<file path="src/rtl/sequenciador_de_instrucoes.sv">
// Handshaked multi-cycle control sequencer for the accumulator datapath.
// One instruction is latched into IR and stepped through T1..T3 until it retires.
module sequenciador_de_instrucoes #(
    parameter int INSTR_W = 16,
    parameter bit HALT_EN = 1'b1
) (
    input  logic               clock,
    input  logic               resetn,
    input  logic [INSTR_W-1:0] instr,
    input  logic               instr_valid,
    output logic               instr_ready,
    output logic [7:0]         reg_enable,
    output logic [3:0]         bus_sel,
    output logic               a_enable,
    output logic               g_enable,
    output logic [1:0]         alu_op,
    output logic               done,
    output logic               busy,
    output logic               halted
);

    typedef enum logic [2:0] {
        S_IDLE,
        S_T1,
        S_T2,
        S_T3,
        S_HALT
    } state_t;

    localparam logic [3:0] BUS_IMM  = 4'd8;
    localparam logic [3:0] BUS_G    = 4'd9;
    localparam logic [3:0] BUS_NONE = 4'd15;

    state_t             state_q, state_d;
    logic [INSTR_W-1:0] ir_q, ir_d;

    logic [2:0] op;
    logic [2:0] rx;
    logic [2:0] ry;
    logic [2:0] alu_sel;
    logic       unused_ir;

    assign op        = ir_q[15:13];
    assign rx        = ir_q[12:10];
    assign ry        = ir_q[9:7];
    // ALU opcodes 010..101 map onto alu_op 00..11
    assign alu_sel   = op - 3'd2;
    // Immediate bits are consumed by the datapath, not here
    assign unused_ir = ^ir_q[6:0];

    // State and instruction register
    always_ff @(posedge clock or negedge resetn) begin
        if (!resetn) begin
            state_q <= S_IDLE;
            ir_q    <= '0;
        end else begin
            state_q <= state_d;
            ir_q    <= ir_d;
        end
    end

    // Next state and per-step control outputs
    always_comb begin
        state_d     = state_q;
        ir_d        = ir_q;
        instr_ready = 1'b0;
        reg_enable  = 8'h00;
        bus_sel     = BUS_NONE;
        a_enable    = 1'b0;
        g_enable    = 1'b0;
        alu_op      = 2'b00;
        done        = 1'b0;
        busy        = 1'b0;
        halted      = 1'b0;
        unique case (state_q)
            S_IDLE: begin
                instr_ready = resetn;
                if (instr_valid) begin
                    ir_d    = instr;
                    state_d = S_T1;
                end
            end
            S_T1: begin
                busy = 1'b1;
                case (op)
                    3'b000: begin
                        bus_sel    = {1'b0, ry};
                        reg_enable = 8'd1 << rx;
                        done       = 1'b1;
                        state_d    = S_IDLE;
                    end
                    3'b001: begin
                        bus_sel    = BUS_IMM;
                        reg_enable = 8'd1 << rx;
                        done       = 1'b1;
                        state_d    = S_IDLE;
                    end
                    3'b110: begin
                        done    = 1'b1;
                        state_d = S_IDLE;
                    end
                    3'b111: begin
                        done    = 1'b1;
                        state_d = HALT_EN ? S_HALT : S_IDLE;
                    end
                    default: begin
                        bus_sel  = {1'b0, rx};
                        a_enable = 1'b1;
                        state_d  = S_T2;
                    end
                endcase
            end
            S_T2: begin
                busy     = 1'b1;
                bus_sel  = {1'b0, ry};
                g_enable = 1'b1;
                alu_op   = alu_sel[1:0];
                state_d  = S_T3;
            end
            S_T3: begin
                busy       = 1'b1;
                bus_sel    = BUS_G;
                reg_enable = 8'd1 << rx;
                done       = 1'b1;
                state_d    = S_IDLE;
            end
            S_HALT: begin
                busy   = 1'b1;
                halted = 1'b1;
            end
            default: begin
                state_d = S_IDLE;
            end
        endcase
    end

endmodule

</file>
<file path="config.mk">
export PLATFORM = sky130hd
export DESIGN_NAME = sequenciador_de_instrucoes
export DESIGN_NICKNAME = d
export VERILOG_FILES = /design/src/rtl/sequenciador_de_instrucoes.sv
export SDC_FILE = /design/constraint.sdc
export NUM_CORES = 1
export LEC_CHECK = 0
export ABC_AREA = 1
export BUFFER_PORTS_ARGS = -buffer_cell sky130_fd_sc_hd__buf_2
export CAP_MARGIN = 20
export CORE_MARGIN = 10
export CORE_UTILIZATION = 47
export DETAILED_ROUTE_END_ITERATION = 10
export PLACE_DENSITY = 0.88
export SYNTH_ARGS = -nofsm -noshare
export SYNTH_HDL_FRONTEND = slang
export SYNTH_SLANG_ARGS = --single-unit
</file>
<file path="constraint.sdc">
create_clock -name clock -period 1.9 [get_ports clock]
set_input_delay 0.38 -clock clock [delete_from_list [all_inputs] [get_ports clock]]
set_output_delay 0.38 -clock clock [all_outputs]
set_load 0.01 [all_outputs]
</file>
==> results of run 1 <==
-- cell usage after synthesis, drive strengths merged --
| cell | n |
|---|---|
| dfrtp | 12 |
| o21ai | 6 |
| nand3 | 11 |
| o31ai | 1 |
| nand2 | 27 |
| inv | 16 |
| nor2 | 25 |
| a21oi | 10 |
| buf | 1 |
| nor3 | 1 |
-- layout by cell type (no fill, tap or decap), types with 2 or more instances in the layout --
cell,instances
a21oi_1,2
a21oi_2,7
buf_2,31
buf_4,4
clkbuf_4,3
dfrtp_1,8
dfrtp_2,4
inv_1,12
inv_2,2
inv_4,2
nand2_1,22
nand2_2,4
nand3_1,9
nand3_4,2
nor2_1,17
nor2_2,4
nor2_4,4
o21ai_0,4
o21ai_2,2
-- per-layer routing --
metal | routed length (um) | GRT usage, %
met3 | 131 | 3.340
met5 | 0 | 0
met1 | 890 | 13.70
met2 | 1142 | 19.65
met4 | 22 | 3.762
-- through the flow --
stage,instances,total power (uW)
detailed placement,157,1541
floorplan,110,1223
global placement,157,1502
CTS,161,1749
finish,164,1969
global route,164,2159
-- worst max-delay path by stage --
| stage | from | endpoint | slack, ns | cells after the start |
|---|---|---|---|---|
| 3_5_place_dp | state_q[2] | reg_enable[4] | 0.30 | 6 |
| 2_1_floorplan | state_q[2] | bus_sel[1] | 0.46 | 5 |
| 3_3_place_gp | state_q[2] | reg_enable[1] | 0.34 | 6 |
| 5_1_grt | state_q[1] | bus_sel[3] | -0.03 | 6 |
| 6_report | state_q[0] | bus_sel[0] | 0.08 | 6 |
| 4_1_cts | state_q[2] | reg_enable[4] | 0.03 | 6 |
-- sequential cells by signal, indices dropped and copies added (netlist names) --
signal and count:
ir_q 9, state_q 3
-- worst reg2reg max path: stages, from the launching register on --
cell     delay [ns]
dfrtp_2        0.47
nor2_2         0.20
nand3_4        0.25
nor2_1         0.22
a21oi_2        0.04
-- what timing repair did --
item	CTS	global route
endpoints found under the hold margin	0	0
cloned	0	0
setup endpoints to repair	1	12
setup buffers	0	3
resized for setup	1	26
pin swaps	0	3
-- final cells by class --
class	count	area, sq um	area share [%]
clock buffer	4	36.28	3.353
timing repair buffer	35	185.2	17.11
inverter	16	65.06	6.012
multi-input combinational	81	470.5	43.47
sequential	12	305.3	28.21
tap	16	20.02	1.850
-- report_power, final --
group          total, uW  internal [uW]  switching [uW]
Sequential           542            385             156
Combinational       1230            461             765
Clock                202            116            85.3
Total               1970            963            1010
-- cell families after synthesis --
family / after synthesis / share of synthesized area, %
and+or+nand+nor: 64 / 36.25
AOI/OAI and AO/OA: 17 / 15.70
buffers and inverters: 17 / 9.222
DFF: 12 / 38.84
==> flow_summary.json, run 1 <==
{
  "holdWs_ns": 0.04512,
  "holdCritPathClass": "in2async",
  "num_rows": 14,
  "firstDrtPassIters": 4,
  "synth-seq-cells": 12,
  "design_area_sq_um": 1082,
  "synthTopCellsByArea": "dfrtp_1, nand2_1, nor2_1",
  "finalSetupViolCount": 0,
  "fin_crit_sh_pct": 95.75,
  "antenna_cells": 0,
  "cp_slowest_stage_delay_ns": 0.47,
  "worst_pin_slew_ns": 0.2701,
  "post_dp_cell_area_sq_um": 944.7,
  "clock_skew_ns": 0.0008602,
  "drc": 0,
  "grt-ovfl-total": 0,
  "path_common_cell": "nand3_1",
  "worstSetupStartpointType": "register",
  "grt_pass1_wl_um": 3415,
  "timing.rr.start": "state_q[0]",
  "rr_worst_depth": 4,
  "nFillCells": 126,
  "vdd_drop_max_mv": 1.086,
  "place_congestion": 0.8425,
  "grt_use_total_pct": 11.60,
  "clk_pin_slew_ns": 0.08,
  "cts_tree": "done",
  "cp_max_fo": 6,
  "layout_setup_ws_ns": 0.08078,
  "yosys_warnings": 0,
  "netlist-cell-type-count": 16,
  "area_growth_syn_to_layout_pct": 39.97,
  "die_y_um": 60.56,
  "root_buffer": "clkbuf_4",
  "crit_type": "reg2out",
  "numClockSinks": 12,
  "critPathTopFamily": "simple AND/OR/NAND/NOR gates",
  "utilization_pct": 71.02,
  "vias": 840,
  "grt_pass1_vias": 753,
  "synth_cells": 110,
  "drt-wirelength-per-cell_um": 13.33,
  "max_cap_violations": 0,
  "power.density_nw_per_um2": 1819,
  "worst_path_max_delay_cell": "dfrtp_2",
  "worst-endpoint-required_ns": 1.52,
  "viasPerCell": 5.122,
  "final_nets": 168,
  "syn-num-nets": 129,
  "port_buffers": 31,
  "dp_slack_ns": 0.2985,
  "timing.rr.end": "ir_q[7]",
  "die_area_sq_um": 3668,
  "numCtsBuffers": 3,
  "seq_area_frac_synth_pct": 38.83,
  "holdBufCountCts": 0,
  "hold_violations": 0,
  "layout_min_cycle_time_ns": 1.819,
  "clockBufferDepth": 2,
  "synth_top_area_share_pct": 38.83,
  "start_util_pct": 50.74,
  "hpwlAfterDp_um": 1670,
  "syn_area_per_cell_sq_um": 7.029,
  "drive_above_1_share_pct": 48.65,
  "cp_num_buf_inv": 2,
  "worst_setup_path_end_kind": "primary output",
  "clk_latency_ns": 0.27,
  "r2r_slack_ns": 0.62,
  "cellLeakagePower_uw": 0.0005829,
  "arrival_ns": 1.44,
  "grt_start_max_net_pins": 19,
  "htreeDepth": 1,
  "setup_tns_ns": 0,
  "netlist_area_sq_um": 773.2,
  "postRouteAntennaNets": 0,
  "core_area_sq_um": 1524,
  "antenna_found_initial": 0,
  "drv_slew": 0,
  "io_pins": 39,
  "path_cells": "inv_1 -> nand3_1 -> nor2_2 -> nor2_1 -> nand3_1 -> buf_2",
  "status": "finished, final reports clean",
  "drt_iter0_markers": 39,
  "fp.dieW_um": 60.56,
  "slew_headroom_pct": 82.00,
  "clock.fmax_ghz": 0.5497,
  "synth_top_area_cell": "dfrtp_1",
  "wl_um": 2186
}
Note: power is estimated with default switching activity, not from simulation.
==> run 2: changes to the inputs <==
--- a/config.mk
+++ b/config.mk
@@ -8,10 +8,11 @@
 export ABC_AREA = 1
 export BUFFER_PORTS_ARGS = -buffer_cell sky130_fd_sc_hd__buf_2
 export CAP_MARGIN = 20
+export CORE_ASPECT_RATIO = 0.9
 export CORE_MARGIN = 10
 export CORE_UTILIZATION = 47
 export DETAILED_ROUTE_END_ITERATION = 10
-export PLACE_DENSITY = 0.88
+export PLACE_DENSITY = 0.83
 export SYNTH_ARGS = -nofsm -noshare
 export SYNTH_HDL_FRONTEND = slang
 export SYNTH_SLANG_ARGS = --single-unit
==> constraint.sdc (replaced) <==
create_clock -name clock -period 2.13 [get_ports clock]
set_input_delay 0.426 -clock clock [delete_from_list [all_inputs] [get_ports clock]]
set_output_delay 0.426 -clock clock [all_outputs]
set_load 0.01 [all_outputs]
==> run 2 against run 1 <==
Net effect: first-iteration DRC count decreased by 26%; utilization decreased by 5.5 points; sequential share of layout area increased by 2.4 points; design area is 9.4% lower; sequential power decreased by 20%; sequential cell count did not move; combinational power decreased by 25%; non-clock buffer count shrank 4; hold slack lost 0.030 ns; clock-buffer cell count unchanged; via count shrank 3.2%; critical path type unchanged; highest routed layer unchanged.
==> flow_summary.json, run 2 (synthesized netlist as in run 1, its figures left out) <==
{
  "drt_iter0_markers": 29,
  "vias": 813,
  "fp.dieW_um": 62.76,
  "power.density_nw_per_um2": 1577,
  "clockBufferDepth": 2,
  "wl_um": 1986,
  "grt_start_max_net_pins": 19,
  "holdBufCountCts": 0,
  "design_area_sq_um": 980.9,
  "dp_slack_ns": 0.5055,
  "path_cells": "inv_2 -> nand2_1 -> a21oi_1 -> nand2_1 -> nor2_1 -> buf_2",
  "firstDrtPassIters": 5,
  "numCtsBuffers": 3,
  "worst-endpoint-required_ns": 1.70,
  "worstSetupStartpointType": "register",
  "max_cap_violations": 0,
  "layout_setup_ws_ns": 0.2062,
  "die_area_sq_um": 3670,
  "cp_max_fo": 8,
  "hold_violations": 0,
  "clk_pin_slew_ns": 0.08,
  "top_regs": "ir_q x9, state_q x3",
  "cellLeakagePower_uw": 0.0005618,
  "finalSetupViolCount": 0,
  "core_area_sq_um": 1496,
  "timing.rr.start": "state_q[0]",
  "numClockSinks": 12,
  "antenna_cells": 0,
  "final_nets": 164,
  "die_y_um": 58.48,
  "p_int_uw": 770.1,
  "place_congestion": 0.8189,
  "clk_latency_ns": 0.28,
  "port_buffers": 31,
  "grt_pass1_vias": 829,
  "hpwlAfterDp_um": 1652,
  "num_rows": 13,
  "setup_tns_ns": 0,
  "mostFrequentLayoutCells": "buf_2, nand2_1, nor2_1, inv_1, dfrtp_1",
  "power.switching_uw": 777.0,
  "post_cts_resized": 0,
  "largest-register": "ir_q",
  "clock.fmax_ghz": 0.5198,
  "grt_use_total_pct": 11.44,
  "fin_crit_sh_pct": 90.32,
  "rsz0062_at_grt": "false",
  "seqPwrFrac_pct": 28.0,
  "grt-ovfl-total": 0,
  "viasPerCell": 4.898,
  "layout_min_cycle_time_ns": 1.924,
  "holdCritPathClass": "in2async",
  "post_dp_cell_area_sq_um": 944.7,
  "drv_slew": 0,
  "worst_setup_path_end_kind": "primary output",
  "start_util_pct": 51.67,
  "clock_skew_ns": 0.001434,
  "htreeDepth": 1,
  "postRouteAntennaNets": 0,
  "worst_path_max_delay_cell": "dfrtp_1",
  "utilization_pct": 65.55,
  "holdWs_ns": 0.01530,
  "area_growth_syn_to_layout_pct": 26.86,
  "arrival_ns": 1.50,
  "p_clk_share_pct": 12.1,
  "root_buffer": "clkbuf_4",
  "postCtsSetupRepairBufs": 0,
  "drc": 0,
  "path_common_cell": "nand2_1",
  "cts_tree": "done",
  "critPathTopFamily": "flip-flops",
  "grt_pass1_wl_um": 3491,
  "antenna_found_initial": 0,
  "crit_type": "reg2out",
  "vdd_drop_max_mv": 0.8593,
  "drt-wirelength-per-cell_um": 11.96,
  "p_comb_share_pct": 59.9,
  "cp_num_buf_inv": 2,
  "worst_pin_slew_ns": 0.2896,
  "slew_headroom_pct": 80.69,
  "largest_register_ffs": 9,
  "status": "finished, final reports clean",
  "final_common_cell": "buf_2",
  "cp_slowest_stage_delay_ns": 0.40,
  "drive_above_1_share_pct": 34.72,
  "startpoint": "state_q[2]",
  "switching_share_pct": 50.22,
  "io_pins": 39
}
run 2: area by class of cell:
class                           count  area (sq um)
Inverter                           16         60.06
Clock buffer                        4         36.28
Fill cell                         149         515.5
Multi-Input combinational cell     81         401.6
Sequential cell                    12         300.3
Tap cell                           22         27.53
Timing Repair Buffer               31         155.1
run 2: stage by stage:
| step | std cells | power, uW |
|---|---|---|
| 2_1_floorplan | 110 | 1091 |
| 3_3_place_gp | 162 | 1337 |
| 3_5_place_dp | 162 | 1375 |
| 4_1_cts | 166 | 1563 |
| 5_1_grt | 166 | 1707 |
| 6_report | 166 | 1547 |
run 2: worst register-to-register path, stage by stage, from the launching register on:
cell and delay [ns]:
dfrtp_1 0.45, nor2_2 0.19, nand3_4 0.24, nor2_1 0.21
a21oi_2 0.05
run 2: final timing paths:
check,slack (ns),endpoint,depth (start not counted)
max,0.21,reg_enable[4],6
min,0.02,state_q[2],1
max reg2reg,0.87,ir_q[10],4
min reg2reg,0.49,state_q[0],1
max in group asynchronous,1.89,state_q[1],1
min in group clock,0.38,ir_q[12],3
run 2: routing by layer:
metal / track usage (%) / wire length (um)
met1: 13.15 / 897
met2: 19.01 / 932
met3: 3.403 / 135
met4: 6.051 / 21
met5: 0 / 0
run 2: power by group through the flow:
| stage | clock network (uW) | registers (uW) | logic, uW |
|---|---|---|---|
| 4_1_cts | 191 | 432 | 939 |
| 3_5_place_dp | 0 | 437 | 938 |
| 5_1_grt | 200 | 456 | 1050 |
| 6_report | 187 | 434 | 926 |
| 3_3_place_gp | 0 | 433 | 904 |
| 2_1_floorplan | 0 | 416 | 675 |
